[src/rtl/regfile_sb_pkg.sv]
// Shared processor definitions for the scoreboarded register file:
// default widths, the register-index type and the per-register state.
package regfile_sb_pkg;

  localparam int unsigned DEF_DATA_W = 16;
  localparam int unsigned DEF_ADDR_W = 3;

  // Widest register address the processor family uses; narrower files
  // zero-extend their addresses into this index type for comparisons.
  localparam int unsigned MAX_ADDR_W = 8;

  typedef logic [MAX_ADDR_W-1:0] reg_idx_t;

  // Scoreboard state of one architectural register.
  typedef enum logic {
    FREE = 1'b0,
    PEND = 1'b1
  } reg_state_e;

  function automatic logic is_r0(input reg_idx_t idx);
    return idx == '0;
  endfunction

endpackage

[src/rtl/regfile_sb_if.sv]
// Bus bundle between an issue/writeback stage (master) and the
// scoreboarded register file (slave).
interface regfile_sb_if
  import regfile_sb_pkg::*;
#(
  parameter int unsigned DATA_W = DEF_DATA_W,
  parameter int unsigned ADDR_W = DEF_ADDR_W,
  parameter int unsigned NREAD  = 2
);

  logic                      we;
  logic [ADDR_W-1:0]         waddr;
  logic [DATA_W-1:0]         wdata;
  logic [NREAD*ADDR_W-1:0]   raddr;
  logic [NREAD*DATA_W-1:0]   rdata;
  logic [NREAD-1:0]          rvalid;
  logic                      alloc_en;
  logic [ADDR_W-1:0]         alloc_addr;
  logic                      alloc_ok;
  logic [(2**ADDR_W)-1:0]    pending;

  modport master (
    output we, waddr, wdata, raddr, alloc_en, alloc_addr,
    input  rdata, rvalid, alloc_ok, pending
  );

  modport slave (
    input  we, waddr, wdata, raddr, alloc_en, alloc_addr,
    output rdata, rvalid, alloc_ok, pending
  );

endinterface

[src/rtl/regfile_sb_read.sv]
// One combinational read port: r0 zero mux, same-cycle write forwarding
// and the valid flag derived from the scoreboard.
module regfile_sb_read
  import regfile_sb_pkg::*;
#(
  parameter int unsigned DATA_W  = DEF_DATA_W,
  parameter int unsigned ADDR_W  = DEF_ADDR_W,
  parameter int unsigned BYPASS  = 1,
  parameter int unsigned ZERO_R0 = 1
) (
  input  logic [ADDR_W-1:0] raddr_i,
  input  logic [DATA_W-1:0] stored_i,
  input  logic              stored_pend_i,
  input  logic              wr_en_i,
  input  logic [ADDR_W-1:0] waddr_i,
  input  logic [DATA_W-1:0] wdata_i,
  output logic [DATA_W-1:0] rdata_o,
  output logic              rvalid_o
);

  // Priority: hardwired zero, then forwarded write data, then stored value.
  // wr_en_i already excludes discarded r0 writes.
  always_comb begin
    rdata_o  = stored_i;
    rvalid_o = ~stored_pend_i;
    if ((ZERO_R0 != 0) && is_r0(reg_idx_t'(raddr_i))) begin
      rdata_o  = '0;
      rvalid_o = 1'b1;
    end else if ((BYPASS != 0) && wr_en_i && (waddr_i == raddr_i)) begin
      rdata_o  = wdata_i;
      rvalid_o = 1'b1;
    end
  end

endmodule

[src/rtl/regfile_sb.sv]
// Register file with one write port, NREAD combinational read ports and a
// per-register pending scoreboard for multi-cycle operations.
module regfile_sb
  import regfile_sb_pkg::*;
#(
  parameter int unsigned DATA_W  = DEF_DATA_W,
  parameter int unsigned ADDR_W  = DEF_ADDR_W,
  parameter int unsigned NREAD   = 2,
  parameter int unsigned BYPASS  = 1,
  parameter int unsigned ZERO_R0 = 1
) (
  input logic         clk,
  input logic         reset,
  regfile_sb_if.slave bus
);

  localparam int unsigned DEPTH = 2**ADDR_W;

  logic [DATA_W-1:0] mem_q [DEPTH];
  logic [DATA_W-1:0] mem_d [DEPTH];
  reg_state_e        st_q  [DEPTH];
  reg_state_e        st_d  [DEPTH];

  logic [DEPTH-1:0]  pend_vec;
  reg_idx_t          waddr_x;
  reg_idx_t          alloc_x;
  logic              wr_eff;
  logic              alloc_ok;
  logic              alloc_set;

  logic [DATA_W-1:0] rd_w [NREAD];
  logic              rv_w [NREAD];

  assign waddr_x = reg_idx_t'(bus.waddr);
  assign alloc_x = reg_idx_t'(bus.alloc_addr);

  // Write and allocation qualifiers; r0 writes/allocs are accepted but inert.
  always_comb begin
    wr_eff    = bus.we & ~((ZERO_R0 != 0) & is_r0(waddr_x));
    alloc_ok  = bus.alloc_en &
                (~pend_vec[bus.alloc_addr] | (bus.we & (waddr_x == alloc_x)));
    alloc_set = alloc_ok & ~((ZERO_R0 != 0) & is_r0(alloc_x));
  end

  // Next data and scoreboard state; an accepted alloc outranks the write clear.
  always_comb begin
    for (int unsigned i = 0; i < DEPTH; i++) begin
      mem_d[i] = mem_q[i];
      st_d[i]  = st_q[i];
      if (wr_eff && (waddr_x == reg_idx_t'(i))) begin
        mem_d[i] = bus.wdata;
      end
      case (st_q[i])
        FREE: begin
          if (alloc_set && (alloc_x == reg_idx_t'(i))) st_d[i] = PEND;
        end
        PEND: begin
          if (alloc_set && (alloc_x == reg_idx_t'(i))) st_d[i] = PEND;
          else if (wr_eff && (waddr_x == reg_idx_t'(i))) st_d[i] = FREE;
        end
        default: st_d[i] = FREE;
      endcase
    end
  end

  // Data array and scoreboard registers with asynchronous clear.
  always_ff @(posedge clk or posedge reset) begin
    if (reset) begin
      for (int unsigned i = 0; i < DEPTH; i++) begin
        mem_q[i] <= '0;
        st_q[i]  <= FREE;
      end
    end else begin
      for (int unsigned i = 0; i < DEPTH; i++) begin
        mem_q[i] <= mem_d[i];
        st_q[i]  <= st_d[i];
      end
    end
  end

  // Flatten scoreboard states into the pending vector.
  always_comb begin
    pend_vec = '0;
    for (int unsigned i = 0; i < DEPTH; i++) begin
      pend_vec[i] = (st_q[i] == PEND);
    end
  end

  for (genvar k = 0; k < NREAD; k++) begin : g_rd
    logic [ADDR_W-1:0] ra;
    assign ra = bus.raddr[k*ADDR_W +: ADDR_W];

    regfile_sb_read #(
      .DATA_W  (DATA_W),
      .ADDR_W  (ADDR_W),
      .BYPASS  (BYPASS),
      .ZERO_R0 (ZERO_R0)
    ) u_rd (
      .raddr_i       (ra),
      .stored_i      (mem_q[ra]),
      .stored_pend_i (pend_vec[ra]),
      .wr_en_i       (wr_eff),
      .waddr_i       (bus.waddr),
      .wdata_i       (bus.wdata),
      .rdata_o       (rd_w[k]),
      .rvalid_o      (rv_w[k])
    );
  end

  // Pack per-port results onto the bus.
  always_comb begin
    bus.rdata  = '0;
    bus.rvalid = '0;
    for (int unsigned k = 0; k < NREAD; k++) begin
      bus.rdata[k*DATA_W +: DATA_W] = rd_w[k];
      bus.rvalid[k]                 = rv_w[k];
    end
  end

  assign bus.alloc_ok = alloc_ok;
  assign bus.pending  = pend_vec;

endmodule

[src/flat_wrapper.sv]
// flat-port wrapper written by rule: the top's interface ports become plain ports
module regfile_sb_flat import regfile_sb_pkg::*;
#(
  parameter int unsigned DATA_W  = DEF_DATA_W,
  parameter int unsigned ADDR_W  = DEF_ADDR_W,
  parameter int unsigned NREAD   = 2,
  parameter int unsigned BYPASS  = 1,
  parameter int unsigned ZERO_R0 = 1
)
  (clk, reset, bus_we, bus_waddr, bus_wdata, bus_raddr, bus_alloc_en, bus_alloc_addr, bus_rdata, bus_rvalid, bus_alloc_ok, bus_pending);
  regfile_sb_if #(.DATA_W(DATA_W), .ADDR_W(ADDR_W), .NREAD(NREAD)) bus_i ();
  input logic clk;
  input logic reset;
  input wire logic [$bits(bus_i.we)-1:0] bus_we;
  input wire logic [$bits(bus_i.waddr)-1:0] bus_waddr;
  input wire logic [$bits(bus_i.wdata)-1:0] bus_wdata;
  input wire logic [$bits(bus_i.raddr)-1:0] bus_raddr;
  input wire logic [$bits(bus_i.alloc_en)-1:0] bus_alloc_en;
  input wire logic [$bits(bus_i.alloc_addr)-1:0] bus_alloc_addr;
  output wire logic [$bits(bus_i.rdata)-1:0] bus_rdata;
  output wire logic [$bits(bus_i.rvalid)-1:0] bus_rvalid;
  output wire logic [$bits(bus_i.alloc_ok)-1:0] bus_alloc_ok;
  output wire logic [$bits(bus_i.pending)-1:0] bus_pending;
  assign bus_i.we = bus_we;
  assign bus_i.waddr = bus_waddr;
  assign bus_i.wdata = bus_wdata;
  assign bus_i.raddr = bus_raddr;
  assign bus_i.alloc_en = bus_alloc_en;
  assign bus_i.alloc_addr = bus_alloc_addr;
  assign bus_rdata = bus_i.rdata;
  assign bus_rvalid = bus_i.rvalid;
  assign bus_alloc_ok = bus_i.alloc_ok;
  assign bus_pending = bus_i.pending;
  regfile_sb #(.DATA_W(DATA_W), .ADDR_W(ADDR_W), .NREAD(NREAD), .BYPASS(BYPASS), .ZERO_R0(ZERO_R0)) u_core (.clk(clk), .reset(reset), .bus(bus_i));
endmodule
[config.mk]
export PLATFORM = sky130hd
export DESIGN_NAME = regfile_sb_flat
export DESIGN_NICKNAME = d
export VERILOG_FILES = /design/src/rtl/regfile_sb_pkg.sv /design/src/rtl/regfile_sb_if.sv /design/src/rtl/regfile_sb_read.sv /design/src/rtl/regfile_sb.sv /design/src/flat_wrapper.sv
export SDC_FILE = /design/constraint.sdc
export NUM_CORES = 1
export LEC_CHECK = 0
export ABC_AREA = 1
export CAP_MARGIN = 20
export CORE_MARGIN = 5
export CORE_UTILIZATION = 45
export CTS_CLUSTER_DIAMETER = 60
export DETAILED_ROUTE_END_ITERATION = 12
export GPL_ROUTABILITY_DRIVEN = 0
export GPL_TIMING_DRIVEN = 0
export PLACE_DENSITY_LB_ADDON = 0.08
export SLEW_MARGIN = 0
export SYNTH_ARGS = -nofsm -noshare
export SYNTH_HDL_FRONTEND = slang
export SYNTH_SLANG_ARGS = --single-unit
[constraint.sdc]
create_clock -name clk -period 5.8 [get_ports clk]
set_input_delay 1.16 -clock clk [delete_from_list [all_inputs] [get_ports clk]]
set_output_delay 1.16 -clock clk [all_outputs]
set_load 0.02 [all_outputs]
==> summary by stage, run 1 <==
Worst setup path
The cell that appears most often on the critical path is clkdlybuf4s50_1. The critical path capture point type is an output pin. Among all stages on the critical path, the largest delay is contributed by clkdlybuf4s50_1. The worst path arrival time is between 3 and 4 ns. The highest cell delay on the worst timing path is 0.64 ns. In this run the worst path has a maximum fanout of 10. The critical path goes through clkdlybuf4s50_1 > buf_4 > inv_2 > nand3_2 > clkbuf_1 > o21ai_0 > nor2_1 > clkdlybuf4s50_1. Counting both buffers and inverters, the worst setup path holds a total of 5. Broken down by cell family, the worst path's largest delay share belongs to buffers and inverters. The element type at the critical path start is a primary input. For the worst setup path, the data required time is 4.64 ns.

The critical path is of the primary input to output pin type.

Power
The switching power total is between 1000 and 1500 µW. Combinational logic burns 24.3% of the power. The leakage power figure is 0.004564 µW. Dividing total power by cell area gives a power density of 330.5 nW/µm².

The clock power share is 37.0%. The worst-case IR drop observed on VDD is 0.0002411 V. The sequential share of power is 38.7%. The internal portion of the total power is 2164 µW. Of the total power, the share spent switching nets is 32.26%. The design draws 3195 µW.

Clock tree
The number of gates resized after CTS was 0. The hold buffer count at CTS is 0. CTS built an H-tree with a depth of 4. The number of buffers on the longest clock path is 2. The clock input transition at the sequential cells of the worst setup and hold paths is 0.06 ns. Buffers added to address setup during post-CTS repair amount to 0.

The clock root buffer master is clkbuf_16. The number of sinks handled by clock tree synthesis is approximately 140. The clock tree from TritonCTS is done.

The clock latency at the later pin of the worst-skew pair is 0.43 ns. The number of buffers inserted during clock tree synthesis is 17.

STA
The post-route clock period utilization is 86.53%. Setup total negative slack on the finished layout was measured at 0 ns. The number of setup violations in the final report is 0.

The transition time at the pin with the least slew margin is 0.6822 ns. Once routing completed, OpenROAD measured the worst setup slack at approximately 0.78 ns. Setup repair after global routing left no endpoint under its margin. The final hold violation count is 0. The worst pin sits at a relative slew slack of 54.52%. The worst setup skew after layout is 0.004247 ns. The final-report max-slew violation count came to 0. The fmax is roughly 0.20 GHz. The post-route minimum period is 5.019 ns.

Synth
The count of different cell masters after synthesis is 22. Of the total synthesized cell area, the portion taken by full adders, half adders and majority gates is 0%. The area share of the largest cell type after synthesis is 42.39%.

The xor and xnor fraction of the mapped netlist area is 0.6545%. The commonest cells after synthesis are 304 x nand2_1, 192 x o21ai_0, 168 x nand3_1. The most instantiated library cell after synthesis is nand2_1. The number of enable-type register cells in the synthesized netlist is 0.

By area the synthesized netlist is led by dfrtp_1 42%, nand2_1 14%, o21ai_0 12%. The synthesized netlist cell count is roughly 1200. After synthesis the cells add up to around 8000 µm². A synthesized cell averages about 7 µm². In this run, synthesis produced a sequential element count of 136.

Of the total synthesized cell area, the portion taken by AND, OR, NAND and NOR gates is 27.85%. The largest family of logic cells by synthesized area is simple AND/OR/NAND/NOR gates. The share of synthesized flip-flops with an asynchronous set or reset is between 90% and 100%. The share of synthesized area spent on multiplexers is 0%. Sequential elements use 42.39% of the synthesized area. The number of warnings reported in the yosys synthesis log is 0. Summed over all instances, the cell type with the most area after synthesis is dfrtp_1. The number of nets in the synthesized netlist is 1182. Summing the areas of all compound-gate instances in the mapped netlist gives 17.78% of the synthesized area.

The main flop type after synthesis is dfrtp_1.

Finish
After the last flow step, the layout net total stands at 1270. The fraction of layout cells with a size suffix above 1 is 7.994%. The number of fill cells in the layout is ~1800.

The area growth from synthesis to layout is 20.40%.

Outcome
The flow ran to the end, and the final reports show no timing, DRC or antenna violations.

Routing
The first-pass iteration count of the detailed router is 7. Dividing the detail-routed wire length by the instance count gives 20.68 µm. Using the TritonRoute via totals, the vias-per-cell ratio works out to 5.743. For this block, the routed nets add up to 30550 µm of wire. The remaining antenna violation count after routing is 0.

The overall via count from detail_route is roughly 8500. The first routing iteration left about 1100 violations. The number of design rule violations left after detail routing is 0.

Floorplan
After floorplanning, the core was sized to cover 17420 µm². The starting density of the core is 46.10%. In this run the core area contains between 40 and 50 standard-cell rows. 75 I/O pins were placed. The die covers between 20000 and 25000 µm². The vertical die dimension is roughly 140 µm. The floorplan step set the die width to 143.6 µm.

GRT
Across every metal layer, demand over resource in global routing totals between 30% and 40%. The first-pass GRT wire length is 46730 µm. The total global routing overflow is 0. The via count of the first global-routing pass is a little over 8000. The largest net degree at the start of global routing is 92. The initial antenna violation count came to 0.

Placement
Detailed placement finished with a half-perimeter wire length of about 22000 µm. The number of buffer cells added on primary ports is 68. The worst slack after detailed placement is 0.8441 ns.

Run
Across the run, the number of max-cap violations was 0.

Min path
The tightest min-delay check is of the register to register type.
==> path summary, 6_finish.rpt <==
| check | cells past startpoint | from | endpoint | slack [ns] |
|---|---|---|---|---|
| max | 8 | bus_raddr[0] | bus_rdata[5] | 0.78 |
| min | 2 | u_core.mem_q[88]$_DFFE_PP0N_ | u_core.mem_q[88]$_DFFE_PP0N_ | 0.49 |
| max reg2reg | 7 | u_core.bus.pending[0]$_DFF_PP0_ | u_core.bus.pending[1]$_DFF_PP0_ | 4.47 |
| min reg2reg | 2 | u_core.mem_q[88]$_DFFE_PP0N_ | u_core.mem_q[88]$_DFFE_PP0N_ | 0.49 |
| max in group asynchronous | 3 | reset | u_core.mem_q[122]$_DFFE_PP0P_ | 3.87 |
| min in group asynchronous | 2 | reset | u_core.mem_q[36]$_DFFE_PP0N_ | 1.12 |
==> tightest hold or removal path, cell delays in order (launching register included) <==
cell and delay, ns:
dfrtp_1 0.35, nand2_1 0.05, o21ai_0 0.06
==> final cells by class <==
type	count	area (µm²)	share of cell area [%]
Multi-Input combinational cell	814	3716	38.44
Sequential cell	136	3403	35.21
Clock buffer	21	470.5	4.867
Tap cell	225	281.5	2.912
Clock inverter	11	170.2	1.760
Timing Repair Buffer	69	708.2	7.326
Inverter	100	380.4	3.935
Buffer	100	534.3	5.527
Antenna cell	1	2.502	0.02589
==> power by group through the flow <==
stage                     registers (µW)  logic, µW  clock network (µW)
after global placement              1240        749                   0
after floorplan                     1220        478                   0
final                               1240        776                1180
after CTS                           1230        767                1180
after global routing                1260        864                1230
after detailed placement            1240        765                   0
==> cell families after synthesis <==
kind of cell,after synthesis
AO/OA/AOI/OAI,283
XOR/XNOR,6
buffers and inverters,200
flip-flops,136
AND/OR/NAND/NOR,525
==> stage by stage <==
stage	instance area (µm²)	hold WS, ns	utilization (%)	instances
CTS	9664	0.4828	55.49	1476
detailed placement	9024	0.4704	51.81	1444
global placement	8991	0.4617	51.62	1443
floorplan	8029	0.4508	-	1150
global route	9664	0.4974	55.49	1476
finish	9667	0.4869	55.50	1477
==> registers in the layout (all words and copies together) (netlist names) <==
register            cells
u_core.bus.pending      8
u_core.mem_q          128
==> per-layer routing <==
| metal | global-route usage, % | share of wire (%) | vias up |
|---|---|---|---|
| met3 | 9.118 | 11 | 69 |
| met1 | 40.88 | 42 | 4045 |
| li1 | - | - | 3938 |
| met2 | 45.51 | 44 | 430 |
| met4 | 10.75 | 2.9 | 0 |
| met5 | 0 | 0 | - |
==> cell usage in the layout, fill, tap and decap left out, drive strengths merged, types with 3 or more instances in the layout <==
master	n
clkinv	4
clkdlybuf4s50	68
nand4	8
bufinv	4
buf	52
dfrtp	136
clkbuf	70
nand3	171
xnor2	6
a21oi	69
clkinvlp	3
inv	100
o21ai	214
nor2	41
nand2	304
(Power assumes the default switching activity.)
==> run 2, diff against run 1 <==
--- a/config.mk
+++ b/config.mk
@@ -6,7 +6,6 @@
 export NUM_CORES = 1
 export LEC_CHECK = 0
 export ABC_AREA = 1
-export CAP_MARGIN = 20
 export CORE_MARGIN = 5
 export CORE_UTILIZATION = 45
 export CTS_CLUSTER_DIAMETER = 60
==> summary by stage, run 2 (synthesis results as in run 1) <==
Outcome
The run finished with clean final reports.

Finish
The top cell types in the final layout, fill and taps aside, are 304 x nand2_1, 192 x o21ai_0, 168 x nand3_1. Ranked by flip-flop count, first place goes to u_core.mem_q. The layout overhead on the synthesized area is 20.40%. The sequential cell area is around 3400 µm². The fraction of layout cells with a size suffix above 1 is 7.994%. The area of combinational cells with multiple inputs is 3716 µm². The most frequent standard cell in the layout excluding fill and tap cells is nand2_1.

The final non-filler cell area is between 9000 and 10000 µm². The post-route non-filler standard cell count is 1477. The net count of the finished layout is 1270. For this run, the share of the core covered by cells in the final layout is 55.50%. The number of fill cells in the layout is 1756. The register with the most flip-flops in the layout has 128 of them.

Run
The tool flagged a number of max-cap violations equal to 0.

GRT
The largest net degree at the start of global routing is 92. The total global routing overflow is 0. The global-route usage over all layers is 30.02%. The initial antenna violation count is 0. The first-pass GRT wire length is 46730 µm. The via count of the first global-routing pass came to 8101.

Min path
The worst hold path stage count is 2. The path class of the lowest-slack min-delay path is register to register.

Clock tree
The number of buffers on the longest clock path is 2. Clock-pin slew was measured on the worst setup and hold paths at 0.06 ns. CTS saw between 100 and 150 sinks.

The clock tree from TritonCTS is done. The number of buffers inserted during clock tree synthesis is 17. The setup fix buffers added after clock tree synthesis is 0. The number of resized instances in the post-cts repair step is 0.

At the later pin of the worst-skew pair, clock insertion delay measures 0.43 ns. In this run the clock root is driven by a clkbuf_16. The hold buffer count at CTS is 0. The number of levels in the clock H-tree is 4.

STA
The post-route minimum period is about 5 ns. Setup repair after global routing left no endpoint under its margin. In this run the tightest slew margin relative to its limit is a little over half. The final-report max-slew violation count came to 0. The final hold violation count is 0.

Based on the critical path, the design can be clocked at up to 0.1993 GHz. The number of setup violations in the final report is 0. Between clock sinks in the finished design, the worst skew comes to 0.004247 ns.

At the pin with the least slew margin, the transition time is 0.6822 ns. The worst path uses 86.53% of the clock period.

Routing
The remaining antenna violation count after routing is 0. For this run, the detailed router's first-pass iteration total came to 7. For this block, the initial DRC count from the detailed router was 1058. The length of routed met3 wiring is around 3300 µm. For this block, the routed nets add up to 30550 µm of wire. The met2 wire length is between 10000 and 15000 µm.

After detailed routing, the average wire length per cell comes to 20.68 µm. The vias per cell is 5.743. The uppermost layer routed is met4. In the routed design, unresolved DRC markers number 0. The overall via count from detail_route is between 8000 and 9000. The length of routed wiring on met1 is 12810 µm.

Worst setup path
At the worst endpoint, the required time is 4.64 ns. In this run the worst path has a maximum fanout of 10. The element type at the critical path start is a primary input. The highest cell delay on the worst timing path is ~0.64 ns.

Walking the worst path, the cells encountered are clkdlybuf4s50_1 > buf_4 > inv_2 > nand3_2 > clkbuf_1 > o21ai_0 > nor2_1 > clkdlybuf4s50_1. The slowest library cell on the worst path is clkdlybuf4s50_1. The critical path class is primary input to output pin.

The cell that appears most often on the critical path is clkdlybuf4s50_1. The worst reg-to-reg path cell count is 7. The critical path capture point type is an output pin. At the worst endpoint, the arrival time is 3.86 ns.

Power
The power per cell area is 330.5 nW/µm². Summed over all cells, the static leakage comes to 0.004564 µW. The worst ir drop on vdd is 0.0002411 V.

Floorplan
The starting density of the core is 46.10%. The width of the die is approximately 140 µm. The I/O pin total is 75. The area of the core is roughly 17000 µm². In this run the core area contains 48 standard-cell rows. The die is 143.6 µm tall. The die footprint is 20610 µm².

Placement
In this run the cell area measured after placement is 9024 µm². Including well taps, the total number of placed cells is 1444. Port buffering added 68 buffers. The placed wire-length estimate is 21790 µm.
[run 2: cell counts in the layout (fill, tap and decap cells not counted)]
No cell type changed its count.
[run 2: worst paths after layout]
path / startpoint / slack, ns / endpoint
max in group asynchronous: reset / 3.87 / u_core.mem_q[122]$_DFFE_PP0P_
min in group asynchronous: reset / 1.12 / u_core.mem_q[36]$_DFFE_PP0N_
worst max-delay path: bus_raddr[0] / 0.78 / bus_rdata[5]
worst max register to register: u_core.bus.pending[0]$_DFF_PP0_ / 4.47 / u_core.bus.pending[1]$_DFF_PP0_
worst min-delay path: u_core.mem_q[88]$_DFFE_PP0N_ / 0.49 / u_core.mem_q[88]$_DFFE_PP0N_
worst min register to register: u_core.mem_q[88]$_DFFE_PP0N_ / 0.49 / u_core.mem_q[88]$_DFFE_PP0N_
[run 2: layer usage]
layer,GRT usage [%],vias up
met5,0,-
met4,10.75,0
met3,9.118,69
met2,45.51,430
met1,40.88,4045
li1,-,3938
[run 2: metrics by stage]
| stage | TNS [ns] | hold WS (ns) | worst slack [ns] | power [µW] |
|---|---|---|---|---|
| after floorplan | 0 | 0.4508 | 1.001 | 1703 |
| after global placement | -144.10 | 0.4617 | -1.077 | 1990 |
| after detailed placement | 0 | 0.4704 | 0.8441 | 2009 |
| after CTS | 0 | 0.4828 | 0.8215 | 3183 |
| after global routing | 0 | 0.4974 | 0.7114 | 3349 |
| final | 0 | 0.4869 | 0.7814 | 3195 |
[run 2: cell type report]
type                       instances  area share, %
multi-input combinational        814          38.44
sequential                       136          35.21
timing repair buffer              69          7.326
buffer                           100          5.527
clock buffer                      21          4.867
inverter                         100          3.935
tap                              225          2.912
clock inverter                    11          1.760
antenna                            1        0.02589
[run 2: worst max-delay path, delay by kind of cell]
| kind | cells | cell delay [ns] |
|---|---|---|
| AO/OA/AOI/OAI | 1 | 0.20 |
| buffers and inverters | 5 | 2.13 |
| AND/OR/NAND/NOR | 2 | 0.37 |
[run 2: where the power goes]
part | internal, µW | switching, µW
Clock | 753 | 428
Combinational | 303 | 473
Sequential | 1110 | 129
==> run 3, diff against run 2 <==
--- a/config.mk
+++ b/config.mk
@@ -13,6 +13,7 @@
 export GPL_ROUTABILITY_DRIVEN = 0
 export GPL_TIMING_DRIVEN = 0
 export PLACE_DENSITY_LB_ADDON = 0.08
+export SKIP_CTS_REPAIR_TIMING = 1
 export SLEW_MARGIN = 0
 export SYNTH_ARGS = -nofsm -noshare
 export SYNTH_HDL_FRONTEND = slang
==> results of run 3 <==
The final DEF is identical to that of run 2; final timing and power are the same.
